**config.mk**
```make
export PLATFORM = sky130hd
export DESIGN_NAME = fifo_stream_reader
export DESIGN_NICKNAME = d
export VERILOG_FILES = /design/src/rtl/fifo_stream_reader.sv
export SDC_FILE = /design/constraint.sdc
export NUM_CORES = 1
export LEC_CHECK = 0
export ABC_CLOCK_PERIOD_IN_PS = 4100
export CAP_MARGIN = 20
export CELL_PAD_IN_SITES_DETAIL_PLACEMENT = 1
export CELL_PAD_IN_SITES_GLOBAL_PLACEMENT = 1
export CORE_MARGIN = 5
export CORE_UTILIZATION = 24
export DETAILED_ROUTE_END_ITERATION = 8
export GPL_TIMING_DRIVEN = 1
export PLACE_DENSITY = 0.53
export SYNTH_ARGS = -nofsm -noshare
export SYNTH_HDL_FRONTEND = slang
export SYNTH_SLANG_ARGS = --single-unit
export TNS_END_PERCENT = 1
```
**constraint.sdc**
```tcl
create_clock -name clk -period 4.1 [get_ports clk]
set_input_delay 0.82 -clock clk [delete_from_list [all_inputs] [get_ports clk]]
set_output_delay 0.82 -clock clk [all_outputs]
set_load 0.05 [all_outputs]
```
**src/rtl/fifo_stream_reader.sv**
```systemverilog
// fifo_stream_reader
// Read-side adapter for the synchronous FIFO. It pops words from the FIFO's
// rd_en/rd_data/empty port, which has a one-cycle registered read latency.
// It presents them as a valid/ready stream at full throughput, with no data
// loss under backpressure. Output beats are grouped into fixed-length frames
// (m_last), and completed frames are counted in frame_cnt.
//
// A 2-entry skid buffer absorbs the read latency. A pop is issued only when
// the buffered words, plus the word still in flight, minus the beat leaving
// this cycle, would leave room for the returning data. The buffer therefore
// never overflows and never needs to drop a word.

module fifo_stream_reader #(
  parameter int WIDTH     = 8,   // data width, must match the FIFO
  parameter int FRAME_LEN = 8,   // beats per frame (>= 1)
  parameter int FCNT_W    = 16   // width of the completed-frame counter
) (
  input  logic              clk,
  input  logic              rst,          // synchronous, active-low
  input  logic              fifo_empty,
  output logic              fifo_rd_en,
  input  logic [WIDTH-1:0]  fifo_rd_data,
  output logic              m_valid,
  input  logic              m_ready,
  output logic [WIDTH-1:0]  m_data,
  output logic              m_last,
  output logic [FCNT_W-1:0] frame_cnt
);

  // The beat counter needs at least one bit, even for single-beat frames.
  localparam int                BEAT_W    = (FRAME_LEN > 1) ? $clog2(FRAME_LEN) : 1;
  localparam logic [BEAT_W-1:0] LAST_BEAT = BEAT_W'(FRAME_LEN - 1);

  logic [1:0]        cnt;        // words held in the skid buffer (0..2)
  logic              inflight;   // a pop was issued last cycle; data arrives now
  logic [WIDTH-1:0]  head_q;     // oldest buffered word, drives m_data
  logic [WIDTH-1:0]  tail_q;     // second buffered word
  logic [BEAT_W-1:0] beat_cnt;   // position of the head beat within its frame
  logic              pop;        // downstream accepts the head beat this cycle
  logic [2:0]        occupancy;  // words owned after this cycle's pop

  // The outputs are decoded directly from registered state.
  assign m_valid = (cnt != 2'd0);
  assign m_data  = head_q;
  assign m_last  = m_valid & (beat_cnt == LAST_BEAT);

  // Pop-request logic. m_ready feeds fifo_rd_en combinationally, so a slot
  // freed this cycle can be refilled at once. This keeps one beat per cycle
  // in steady state.
  always_comb begin
    pop        = m_valid & m_ready;
    occupancy  = {1'b0, cnt} + {2'b00, inflight} - {2'b00, pop};
    fifo_rd_en = rst & ~fifo_empty & (occupancy < 3'd2);
  end

  // Skid buffer: data returning from the FIFO enters at the tail, and
  // accepted beats leave from the head.
  always_ff @(posedge clk) begin
    if (!rst) begin
      // NOTE: the data entries are reset along with the control state, because
      // head_q is visible on m_data and must read zero out of reset. Storage
      // that is not observable would normally be left unreset.
      cnt      <= 2'd0;
      inflight <= 1'b0;
      head_q   <= '0;
      tail_q   <= '0;
    end else begin
      // NOTE: every register here uses non-blocking assignment. The case arms
      // below read the pre-edge values of cnt, head_q and tail_q, not values
      // updated earlier in this block.
      inflight <= fifo_rd_en;
      unique case ({inflight, pop})
        2'b10: begin
          // Write only: fill the first free slot.
          if (cnt == 2'd0) head_q <= fifo_rd_data;
          else             tail_q <= fifo_rd_data;
          cnt <= cnt + 2'd1;
        end
        2'b01: begin
          // Pop only: the tail word moves up to the head.
          head_q <= tail_q;
          cnt    <= cnt - 2'd1;
        end
        2'b11: begin
          // Pop and write together: the head advances, and the new word goes
          // to the tail. cnt is unchanged.
          if (cnt == 2'd1) begin
            head_q <= fifo_rd_data;
          end else begin
            head_q <= tail_q;
            tail_q <= fifo_rd_data;
          end
        end
        default: ;
      endcase
    end
  end

  // Frame tracking: advance the beat position on each accepted beat, and count
  // a frame when its final beat is accepted.
  always_ff @(posedge clk) begin
    if (!rst) begin
      beat_cnt  <= '0;
      frame_cnt <= '0;
    end else if (pop) begin
      if (beat_cnt == LAST_BEAT) begin
        beat_cnt  <= '0;
        frame_cnt <= frame_cnt + 1'b1;
      end else begin
        beat_cnt  <= beat_cnt + 1'b1;
      end
    end
  end

endmodule

```
-- Yosys cells after proc, flatten, opt, wreduce, memory -nomap -nowiden
Index checks and enable logic that the tools add are counted.
- equal/unequal tests: 8
- add/subtract/negate cells: 6
- order comparisons: 1
- muxes and demuxes: 8
- reductions and logical operators: 8
- bitwise gates (word level): 5
- operators by type and width (operator ; count):
    $mux 8 ; 4
    $pmux 8 s3 ; 1
    $add 16x1->16 const B ; 1
    $pmux 8 s2 ; 1
    $ne 2x2->1 const B ; 3
    $reduce_bool 2->1 ; 3
    $and 1x1->1 ; 4
    $eq 2x1->1 const B ; 2
    $eq 2x2->1 const B ; 2
    $pmux 2 s2 ; 1
    $reduce_and 2->1 ; 2
    $add 2x1->3 ; 1
    $add 3x1->3 const B ; 1
    $eq 3x3->1 const B ; 1
    $lt 3x2->1 const B ; 1
    $mux 3 ; 1
    $reduce_and 3->1 ; 1
    $reduce_bool 3->1 ; 1
    $sub 3x1->3 ; 1
    $add 2x1->2 const B ; 1
    $logic_not 2->1 ; 1
    $sub 2x1->2 const B ; 1
    $not 1->1 ; 1
- word-level logic and storage cells: 42
- register bits: 38
- input bits: 12

-- Logic depth before layout (Yosys ltp)
- depth after elaboration: 5
- depth in mapped cells: 10
- depth with buffers taken out: 9

-- Least setup slack after synthesis
Ideal clock, no wire load.
- path type: input -> output
- start: input m_ready
- end: output fifo_rd_en
- setup slack: 77 ps
- arrival time: 3203 ps
- path buffers: 1
- required time: 3280 ps
- stages on the path: 8
- path through: nand2b_1 > buf_2 > inv_1 > ha_1 > nand2b_1 > fa_1 > xor2_1 > nor3_1
- longest elaborated chain between the ends: 4
- ends and longest elaborated chain (item ; RTL line ; text):
    from (decl) ; 24 ; input logic m_ready,
    $and 1x1->1 ; 51 ; pop = m_valid & m_ready;
    named net pop ; 39 ; logic pop;
    $sub 3x1->3 ; 52 ; occupancy = {1'b0, cnt} + {2'b00, inflight} - {2'b00, pop};
    $lt 3x2->1 ; 53 ; fifo_rd_en = rst & ~fifo_empty & (occupancy < 3'd2);
    $and 1x1->1 ; 53 ;
    to (decl) ; 21 ; output logic fifo_rd_en,
The timed path passes the listed nets, and every way through them passes these cells.

-- Worst setup path after layout
Ends and elaborated chain as after synthesis.

==> metrics.yaml <==
power_density_nw_per_um2: 581
ant_nets: 0
place_inst: 323
wl_mm: 4.42
worstSetupPathType: "in -> out"
die_h_um: 94.8
combPwrFrac: 0.442
clock_latency_ps: 290
critPathMaxStageDelay_ps: 480
ir_drop_uv: 319
slew_headroom: 0.489
syn-instance-count: 190
antenna_found_initial: 0
grt_pass1_wl_mm: 7.53
portBuffers: 38
p_clk_frac: 0.199
drive_gt1_frac: 0.0647
clk_pin_slew_ps: 70
hold_buffers: 0
p_leak_nw: 0.901
synth_compound_area_frac: 0.102
end_kind: "output pin"
crit_path_frequent_cell: "nand2b_1"
cts-resized-gates: 0
p_int_mw: 0.798
htreeDepth: 2
drt_iter0_drc: 40
regArea_sq_um: 761
met1_usage: 0.131
synth_top_family_by_area: "simple AND/OR/NAND/NOR gates"
yosysWarningCount: 0
yosysUniqueCellTypes: 36
fp-row-count: 31
die_w_um: 94.8
drv_slew: 0
vias: 1492
synthMuxAreaShare: 0.0464
fin_crit_sh: 0.943
start_util: 0.242
setup_violations: 0
fin_worst_skew_ps: 3.17
met3_usage: 0.0287
cts_tree: "built"
hpwl_mm: 3.14
cp_data_arrival_time_ps: 3040
drv_cap: 0
p_seq_frac: 0.359
grt_util_met2: 0.177
busiest_layer: "met2"
hold_path.startpoint: "beat_cnt[1]"
io_pins: 39
slowest_stage: "clkdlybuf4s50_1"
required_ps: 3280
hold_violations: 0
gp_congestion: 0.725
synthToLayoutAreaGrowth_pct: 34.5
grt.overflow.total: 0
synth.top_cell.area_share: 0.441
crit_chain: "clkdlybuf4s50_1, nand2b_1, inv_1, ha_1, nand2b_1, fa_1, xor2_1, nor3_1, buf_12"
antenna_cells: 0
power_switching_mw: 0.550
setup_tns_ps: 0
layout.cells.non_filler: 331
fin_crit_ps: 3860
hold_class: "reg -> reg"
drc: 0
syn_avg_cell_area_sq_um: 9.07
critPathLaunchType: "input pin"
synthesis.nets: 211
drtPass1Iterations: 3
nFillCells: 864
netlist_top_cells_area: "dfxtp_1 (44%), nor2_1 (6.5%), ha_1 (5.8%)"
synthXorXnorAreaFrac: 0.0711
startpoint: "m_ready"
cts_sinks: 38
worst_pin_slew_ps: 766
grtUsageTotal: 0.107
ys_seq_elements: 38
synth_top_area_cell: "dfxtp_1"
synth_simple_gate_area_frac: 0.239
coreArea_sq_um: 7140
swShare: 0.408
cts-root-buf: "clkbuf_8"
ys_seq_area_frac: 0.441
viasPerCell: 4.51
grt_pass1_vias: 1560
critPathTopFamily: "buffers and inverters"
synth_fa_ha_area_frac: 0.0697
final_nets: 252
status: "finished, final reports clean"
clock_path_buffers: 2
postCtsSetupBuffers: 0
r2r-start: "cnt[1]"
grt_max_degree: 38
crit_buf_inv: 3
max_clock_freq_mhz: 259
critPathMaxFanout: 4
rsz0062_at_grt: "false"
dieArea_sq_um: 8980
wire_per_inst_um: 13.4
synth_area_sq_um: 1720
multiInputGateArea_sq_um: 911
numCtsBuffers: 5
tightest hold or removal path: stages (launching register included):
cell and delay [ps]:
dfxtp_1 320, nand2_1 50, a21oi_1 50
area by class of cell:
cell class,instances,area share
clock buffer,7,0.0372
clock inverter,1,0.00216
inverter,7,0.0113
multi-input combinational,139,0.393
sequential,38,0.328
tap,99,0.0534
timing repair buffer,40,0.175
kinds of logic after synthesis:
logic type / after synthesis
simple gates: 82
xor+xnor: 14
buf+inv: 13
flops: 38
mux: 8
fa+ha+maj: 9
compound gates: 26
state kept, by name (all words and copies together) (netlist names):
signal,cells
cnt,2
m_data,8
tail_q,8
frame_cnt,16
inflight,1
beat_cnt,3
final timing paths:
check | depth (start not counted) | slack [ps] | end
worst max-delay path | 9 | 240 | fifo_rd_en
worst min-delay path | 2 | 460 | beat_cnt[1]
worst max register to register | 9 | 1750 | tail_q[2]
worst min register to register | 2 | 460 | beat_cnt[1]
per-layer routing:
layer	up-vias	share of wire	wire [um]
met5	-	0	0
met4	0	0.011	47
met3	6	0.043	188
met2	32	0.48	2110
met1	709	0.47	2070
li1	745	-	-
cell usage in the layout (no fill, tap or decap), types with 2 or more instances in the layout:
master           count
and3_1               2
clkbuf_8             6
nand3_1              5
o21ai_1              2
mux2i_1              8
nand2b_1             2
xnor2_1              5
xor2_1               9
nor2_1              30
nand4_1              5
nand2_1             12
o21ai_0              3
nor3_1              13
nor4_1               2
ha_1                 8
dfxtp_1             38
inv_1                6
or3_1                3
clkdlybuf4s50_1     37
a221oi_1             8
buf_4                2
a21oi_1              9
metrics by stage:
stage	utilization	hold WS (ps)	instance area [sq um]	power (mW)	setup WS [ps]
after floorplan	-	440	1720	0.902	77.0
after global placement	0.312	450	2230	1.09	247
after detailed placement	0.312	457	2230	1.10	225
after CTS	0.325	468	2320	1.37	215
after global routing	0.325	488	2320	1.45	74.4
final	0.325	465	2320	1.35	235
Yosys cell counts (all sizes together):
cell type  instances
dfxtp             38
nor2              30
nor3              13
nand2             12
a21oi              9
xor2               9
a221oi             8
ha                 8
mux2i              8
inv                7
nand3              6
nand4              5
o21ai              5
xnor2              5
buf                4
or3                3
and3               2
clkbuf             2
nand2b             2
nor4               2
a211oi             1
a21o               1
and2               1
and4               1
and4b              1
fa                 1
nand3b             1
nor2b              1
o211ai             1
o31ai              1
or2                1
or4                1
power groups by stage:
stage / clock network, mW / logic [mW] / registers [mW]
2_1_floorplan: 0 / 0.282 / 0.620
6_report: 0.268 / 0.596 / 0.484
3_5_place_dp: 0 / 0.602 / 0.493
3_3_place_gp: 0 / 0.600 / 0.491
5_1_grt: 0.301 / 0.656 / 0.494
4_1_cts: 0.283 / 0.606 / 0.485
No activity file was read; power rests on OpenSTA's default activity.
